===== src/rtl/timer_ctrl.sv =====
// Prescaled down-counting timer: emits one-cycle clock-enable ticks and a
// done pulse on the final tick, with one-shot or auto-reload operation.
module timer_ctrl #(
  parameter int WIDTH      = 8,
  parameter int PRESCALE_W = 4
) (
  input  logic                  clk,
  input  logic                  rst,
  input  logic                  cfg_valid,
  output logic                  cfg_ready,
  input  logic [WIDTH-1:0]      cfg_period,
  input  logic [PRESCALE_W-1:0] cfg_prescale,
  input  logic                  cfg_periodic,
  input  logic                  start,
  input  logic                  stop,
  output logic                  tick,
  output logic                  done,
  output logic                  busy,
  output logic [WIDTH-1:0]      count,
  output logic [1:0]            dbg_state
);

  typedef enum logic [1:0] {
    S_IDLE  = 2'd0,
    S_ARMED = 2'd1,
    S_RUN   = 2'd2,
    S_DONE  = 2'd3
  } state_t;

  state_t                state_q;
  logic [WIDTH-1:0]      cnt_q;
  logic [PRESCALE_W-1:0] pre_cnt_q;
  logic [WIDTH-1:0]      period_q;
  logic [PRESCALE_W-1:0] pre_q;
  logic                  periodic_q;

  logic tick_w;
  logic done_w;
  logic cfg_acc;
  logic can_start;

  // Handshake: a config transfers on any edge where cfg_valid && cfg_ready;
  // cfg_ready is low only in RUN, so configs offered then are simply dropped.
  assign cfg_acc   = cfg_valid && (state_q != S_RUN);
  assign can_start = start && !stop && (period_q != '0);
  assign tick_w    = (state_q == S_RUN) && (pre_cnt_q == pre_q);
  assign done_w    = tick_w && (cnt_q == WIDTH'(1));

  assign tick      = tick_w;
  assign done      = done_w;
  assign busy      = (state_q == S_RUN);
  assign cfg_ready = (state_q != S_RUN);
  assign count     = cnt_q;
  assign dbg_state = state_q;

  always_ff @(posedge clk or posedge rst) begin
    if (rst) begin
      state_q    <= S_IDLE;
      cnt_q      <= '0;
      pre_cnt_q  <= '0;
      period_q   <= '0;
      pre_q      <= '0;
      periodic_q <= 1'b0;
    end else begin
      case (state_q)
        S_IDLE: begin
          if (cfg_acc) begin
            period_q   <= cfg_period;
            pre_q      <= cfg_prescale;
            periodic_q <= cfg_periodic;
            cnt_q      <= cfg_period;
            state_q    <= S_ARMED;
          end
        end
        // A new config wins over start; a zero period can never be started.
        S_ARMED, S_DONE: begin
          if (cfg_acc) begin
            period_q   <= cfg_period;
            pre_q      <= cfg_prescale;
            periodic_q <= cfg_periodic;
            cnt_q      <= cfg_period;
            state_q    <= S_ARMED;
          end else if (can_start) begin
            cnt_q     <= period_q;
            pre_cnt_q <= '0;
            state_q   <= S_RUN;
          end
        end
        S_RUN: begin
          if (stop) begin
            cnt_q     <= period_q;
            pre_cnt_q <= '0;
            state_q   <= S_ARMED;
          end else begin
            if (pre_cnt_q == pre_q) begin
              pre_cnt_q <= '0;
            end else begin
              pre_cnt_q <= pre_cnt_q + PRESCALE_W'(1);
            end
            if (done_w) begin
              if (periodic_q) begin
                cnt_q <= period_q;
              end else begin
                cnt_q   <= '0;
                state_q <= S_DONE;
              end
            end else if (tick_w && (cnt_q != '0)) begin
              cnt_q <= cnt_q - WIDTH'(1);
            end
          end
        end
        default: state_q <= S_IDLE;
      endcase
    end
  end

endmodule


===== config.mk =====
export PLATFORM = sky130hd
export DESIGN_NAME = timer_ctrl
export DESIGN_NICKNAME = d
export VERILOG_FILES = /design/src/rtl/timer_ctrl.sv
export SDC_FILE = /design/constraint.sdc
export NUM_CORES = 1
export LEC_CHECK = 0
export BUFFER_PORTS_ARGS = -buffer_cell sky130_fd_sc_hd__buf_2
export CORE_MARGIN = 1
export CORE_UTILIZATION = 51
export CTS_BUF_LIST = sky130_fd_sc_hd__clkbuf_2 sky130_fd_sc_hd__clkbuf_4 sky130_fd_sc_hd__clkbuf_8
export DETAILED_ROUTE_END_ITERATION = 6
export PLACE_DENSITY = 0.81
export SLEW_MARGIN = 25
export SYNTH_ARGS = -nofsm -noshare
export SYNTH_HDL_FRONTEND = slang
export SYNTH_SLANG_ARGS = --single-unit

===== constraint.sdc =====
create_clock -name clk -period 1.9 [get_ports clk]
set_input_delay 0.38 -clock clk [delete_from_list [all_inputs] [get_ports clk]]
set_output_delay 0.38 -clock clk [all_outputs]
set_load 0.1 [all_outputs]

==> results.yml, run 1 <==
run_status:
  outcome: "complete, but fails checks"
  violations: "design-rule violations, negative setup slack"
logic_synthesis:
  netlist_area_mm2: 0.00157
  synthesis.instances: 157
  synth_flop_cell: "dfrtp_1"
  synth_area_per_cell_um2: 10.0
  synth_area_leaders: "dfrtp_1 (43%), mux2_2 (9.3%), nor2_1 (3.6%)"
  ys_seq_area_share_pct: 42.9
  yosysMostFrequentCell: "dfrtp_1"
  synth_top_area_share_pct: 42.9
  ys_ff_latch: 27
  synth_nets: 179
  async_flop_share_pct: 100
  synth-edff-count: 0
  synthTopCellsByCount: "dfrtp_1 (27), nor2_1 (15), mux2_2 (13)"
  synth.distinct_cells: 42
  yosysTopAreaCell: "dfrtp_1"
  yosysWarningCount: 0
clock_tree:
  numCtsBuffers: 3
  clkTransAtPathRegs_ps: 160
  clockBufferDepth: 2
  cts_max_level: 1
  clock_sink_count: 27
  root_buffer: "clkbuf_4"
  cts_hold_buffers: 0
  insertion_delay_ps: 350
  cts_tree: "yes"
critical_path:
  crit_slowest_cell: "or4_4"
  crit_cells: 6
  r2r_end: "count[7]"
  rrSetupSlack_ps: -310
  timing.critical_path.to: "count[7]"
  path_cells: "or4_4, nor4_4, xnor2_1, or3_1, a31oi_1, o22a_2"
  crit_path_end_kind: "flip-flop"
  crit_required_ps: 2200
  cp_top_family: "simple AND/OR/NAND/NOR gates"
  max_stage_delay_ps: 580
  arrival_ps: 2510
  r2r_cells: 6
  startpoint: "count[1]"
  crit_buf_inv: 0
  start_kind: "flip-flop"
  crit_type: "flip-flop to flip-flop"
  r2r-start: "count[1]"
  timing.critical_path.fanout_max: 3
route:
  drtIter0Drc: 172
  drtPass1Iterations: 7
  vias: 1799
  viasPerCell: 6.97
  routedWlPerCell_um: 22.7
  drtAntennaViolNets: 0
  wirelength_um: 5870
  drc: 2
pwr:
  power_density_mw_per_mm2: 844
  ir_worst_vdd_uv: 1020
  power_frac_seq_pct: 37.6
  leakage_nw: 1.07
  combPwrFrac_pct: 48.6
  p_int_mw: 1.12
  power.share.clock_pct: 13.8
  p_sw_share_pct: 45.6
  p_switching_uw: 938
final_layout:
  fillCellCount: 157
  final_area_mm2: 0.00244
  synthToLayoutAreaGrowth_pct: 54.9
  final_util_pct: 86.2
  n_antenna_cell: 0
  layout-drive-gt1-share_pct: 60.4
  nets: 250
grt:
  overflow: 0
  grt_pass1_wl_um: 7700
  antenna_found_initial: 0
  grt_max_degree: 28
  track_usage_pct: 30.6
  grt_pass1_vias: 1572
placement:
  placed_cell_area_mm2: 0.00213
  gp_congestion: 0.922
  place_hpwl_um: 3230
  port-buffer-count: 31
timing:
  finalCritPeriodShare_pct: 116
  tightest_slew_ps: 511
  finalHoldViolations: 0
  fin_crit_ps: 2210
  clock-skew-final_ps: 9.27
  fin_setup_tns_ps: -882
  fin_ws_ps: -311
  rsz0062_at_grt: "true"
  fmax_mhz: 452
  final_max_slew_viol_count: 0
  finalSetupViolations: 9
  holdWs_ps: 64.5
  max_slew_margin_pct: 66.2
floorplanning:
  dieArea_mm2: 0.00331
  coreArea_mm2: 0.00283
  row_count: 19
  die_x_um: 57.6
  ios: 32
  start_util_pct: 55.6
  die_y_um: 57.6
hold_path:
  hp-class: "primary input to async pin"
flow_run:
  max_cap_viol_count: 0
## timing repair
item | in CTS | in global routing
setup buffers | 8 | 5
resized for setup | 16 | 17
endpoints found under the setup margin | 12 | 10
cloned | 0 | 1
pin swaps | 8 | 11
## metal layers
metal  routed length [um]  global-route usage (%)  vias up  part of all wire, %
met5                    0                       0        -                    0
li1                     -                       -      731                    -
met1                 2080                    40.9      853                   36
met2                 2820                    52.7      155                   48
met4                  400                    9.76        0                  6.8
met3                  562                    2.72       60                  9.6
## sequential cells by signal, indices dropped and copies added (netlist names)
register    count
period_q        8
pre_cnt_q       4
pre_q           4
periodic_q      1
dbg_state       2
count           8
## how the worst min path moves through the flow
| stage | from | end | slack [ps] | depth (start not counted) |
|---|---|---|---|---|
| global placement | rst | pre_q[1] | 450 | 3 |
| CTS | rst | period_q[0] | 80 | 3 |
| global route | rst | count[6] | 90 | 3 |
| detailed placement | rst | pre_q[1] | 460 | 3 |
| floorplan | rst | count[0] | 430 | 1 |
| finish | rst | count[6] | 60 | 3 |
## worst reg2reg max path: stages, from the launching register on
cell and delay, ps:
dfrtp_4 520, or4_4 580, nor4_4 210, xnor2_1 130, or3_1 360, a31oi_1 210
o22a_2 170
## placed cells by master (no fill, tap or decap), drive strengths merged, types with 3 or more instances in the layout
cell      n
nor2b     3
nand2     9
nor2     15
xnor2     5
buf      73
nand3     3
inv       5
ha        4
nor3      3
and3      4
mux2     13
a22o      3
a21oi     8
nor4      3
o2bb2ai   3
a221oi    5
dfrtp    27
clkbuf    4
o21ai    11
## per-stage QoR
stage                     power [mW]  worst slack [ps]  instances
after global placement          1.57              -159        241
after CTS                       1.94              -149        253
after detailed placement        1.60              -267        241
final                           2.06              -311        258
after floorplan                 1.36              -202        157
after global routing            2.11              -331        258
## layout make-up
class,count,area [um^2],area share [%]
Tap cell,31,38.8,1.59
Timing Repair Buffer,73,556,22.8
Sequential cell,27,706,28.9
Multi-Input combinational cell,117,1060,43.5
Clock buffer,4,30.0,1.23
Inverter,6,48.8,2.00
## power by group through the flow
stage | Combinational [mW] | Clock (mW) | Sequential [mW]
6_report | 1.00 | 0.284 | 0.775
3_3_place_gp | 0.818 | 0 | 0.756
5_1_grt | 1.03 | 0.299 | 0.783
3_5_place_dp | 0.842 | 0 | 0.762
4_1_cts | 0.900 | 0.277 | 0.761
2_1_floorplan | 0.291 | 0 | 1.07
## cell families (layout without fill, tap and decap cells)
kind of cell	count (synthesis)	in the layout	share of synthesized area, %
xor+xnor	5	5	2.78
simple gates	47	47	15.9
fa+ha+maj	4	4	3.18
flops	27	27	42.9
compound gates	46	46	20.9
buf+inv	13	83	3.74
mux	15	15	10.6
No activity file was read; power rests on OpenSTA's default activity.
==> run 2: changes to the inputs <==
--- a/config.mk
+++ b/config.mk
@@ -7,10 +7,10 @@
 export LEC_CHECK = 0
 export BUFFER_PORTS_ARGS = -buffer_cell sky130_fd_sc_hd__buf_2
 export CORE_MARGIN = 1
-export CORE_UTILIZATION = 51
+export CORE_UTILIZATION = 56
 export CTS_BUF_LIST = sky130_fd_sc_hd__clkbuf_2 sky130_fd_sc_hd__clkbuf_4 sky130_fd_sc_hd__clkbuf_8
 export DETAILED_ROUTE_END_ITERATION = 6
-export PLACE_DENSITY = 0.81
+export PLACE_DENSITY = 0.84
 export SLEW_MARGIN = 25
 export SYNTH_ARGS = -nofsm -noshare
 export SYNTH_HDL_FRONTEND = slang
==> constraint.sdc (replaced) <==
create_clock -name clk -period 2.43 [get_ports clk]
set_input_delay 0.486 -clock clk [delete_from_list [all_inputs] [get_ports clk]]
set_output_delay 0.486 -clock clk [all_outputs]
set_load 0.1 [all_outputs]
==> results.yml, run 2 (synthesis results as in run 1) <==
critical_path:
  crit_path_end_kind: "output pin"
  timing.critical_path.fanout_max: 5
  crit_type: "flip-flop to output pin"
  max_stage_delay_ps: 450
  start_kind: "flip-flop"
  r2r-start: "dbg_state[0]"
  startpoint: "pre_cnt_q[0]"
  path_cells: "xnor2_1, and4_1, nand3_1, nor2_4, buf_12"
  crit_slowest_cell: "dfrtp_1"
  crit_required_ps: 1940
  cp_top_family: "simple AND/OR/NAND/NOR gates"
  crit_buf_inv: 1
  arrival_ps: 1870
timing:
  final_max_slew_viol_count: 0
  fin_crit_ps: 2350
  fmax_mhz: 425
  tightest_slew_ps: 587
  rsz0062_at_grt: "false"
  clock-skew-final_ps: 5.96
  max_slew_margin_pct: 60.8
  fin_ws_ps: 77.2
  finalCritPeriodShare_pct: 96.8
  finalHoldViolations: 0
  finalSetupViolations: 0
  fin_setup_tns_ps: 0
route:
  drtIter0Drc: 35
  wirelength_um: 3630
  drc: 0
  vias: 1396
  drtPass1Iterations: 4
  routedWlPerCell_um: 16.6
  viasPerCell: 6.37
  drtAntennaViolNets: 0
floorplanning:
  dieArea_mm2: 0.00303
  ios: 32
  die_x_um: 55.0
  start_util_pct: 61.3
  die_y_um: 55.0
  row_count: 18
  coreArea_mm2: 0.00257
placement:
  placed_cells: 215
  place_hpwl_um: 2700
  dp_slack_ps: 175
  port-buffer-count: 31
  gp_congestion: 0.878
final_layout:
  multi_input_area_um2: 861
  fillCellCount: 200
  layout-drive-gt1-share_pct: 35.4
  regArea_um2: 684
  synthToLayoutAreaGrowth_pct: 17.2
  layout_commonest_cell: "buf_2"
  n_antenna_cell: 0
  final_util_pct: 71.9
  final_cell_mix: "buf_2 (28), dfrtp_1 (22), mux2_2 (13), nor2_1 (13), o21ai_0 (11)"
  nets: 212
  stdcell_count: 219
grt:
  antenna_found_initial: 0
  grt_pass1_wl_um: 5550
  grt_max_degree: 28
  track_usage_pct: 26.1
  grt_pass1_vias: 1231
  overflow: 0
clock_tree:
  insertion_delay_ps: 320
  root_buffer: "clkbuf_4"
  clockBufferDepth: 2
  cts_hold_buffers: 0
  clkTransAtPathRegs_ps: 140
  post_cts_buffers: 0
  cts_max_level: 1
  numCtsBuffers: 3
  cts_tree: "yes"
  clock_sink_count: 27
pwr:
  finalPower_mw: 1.34
  power_density_mw_per_mm2: 725
  leakage_nw: 0.814
  ir_worst_vdd_uv: 675
run_status:
  outcome: "finished, final reports clean"
hold_path:
  hp-class: "primary input to async pin"
flow_run:
  max_cap_viol_count: 0
==> run 2: timing repair <==
| item | in CTS | in global routing |
|---|---|---|
| setup endpoints to repair | 0 | 6 |
| endpoints found under the hold margin | 0 | 0 |
| gates resized for setup | 0 | 4 |
==> run 2: cell type report <==
type / count / share of cell area (%)
clock buffer: 4 / 1.63
inverter: 6 / 1.49
multi-input combinational: 117 / 46.6
sequential: 27 / 37.1
tap: 30 / 2.03
timing repair buffer: 35 / 11.1
==> run 2: worst min-delay path: stages <==
cell and delay, ps:
buf_2 90, inv_1 40, buf_4 320
==> run 2: power breakdown <==
part           total, mW  internal [mW]  switching, mW
clock              0.205         0.0754          0.129
sequential         0.599          0.513         0.0863
combinational      0.534          0.147          0.387
==> run 2: path summary, 6_finish.rpt <==
check                          endpoint  slack [ps]  cells after the start
max                                done          80                      5
min                         period_q[1]         190                      3
max reg2reg                    count[6]         190                      7
min reg2reg                pre_cnt_q[3]         540                      1
max in group asynchronous  dbg_state[0]        1950                      3
min in group clk               pre_q[2]         390                      2
==> run 2: layer usage <==
metal | routed length, um | track usage, % | part of all wire (%) | up-vias
met5 | 0 | 0 | 0 | -
met4 | 54 | 9.58 | 1.5 | 0
met2 | 1720 | 42.0 | 47 | 56
met1 | 1640 | 35.4 | 45 | 673
met3 | 213 | 3.83 | 5.9 | 9
li1 | - | - | - | 658
==> run 2: stage by stage <==
| stage | hold WS [ps] | area, um^2 |
|---|---|---|
| finish | 191 | 1850 |
| global route | 218 | 1850 |
| detailed placement | 498 | 1800 |
| floorplan | 466 | 1600 |
| CTS | 198 | 1830 |
| global placement | 484 | 1800 |
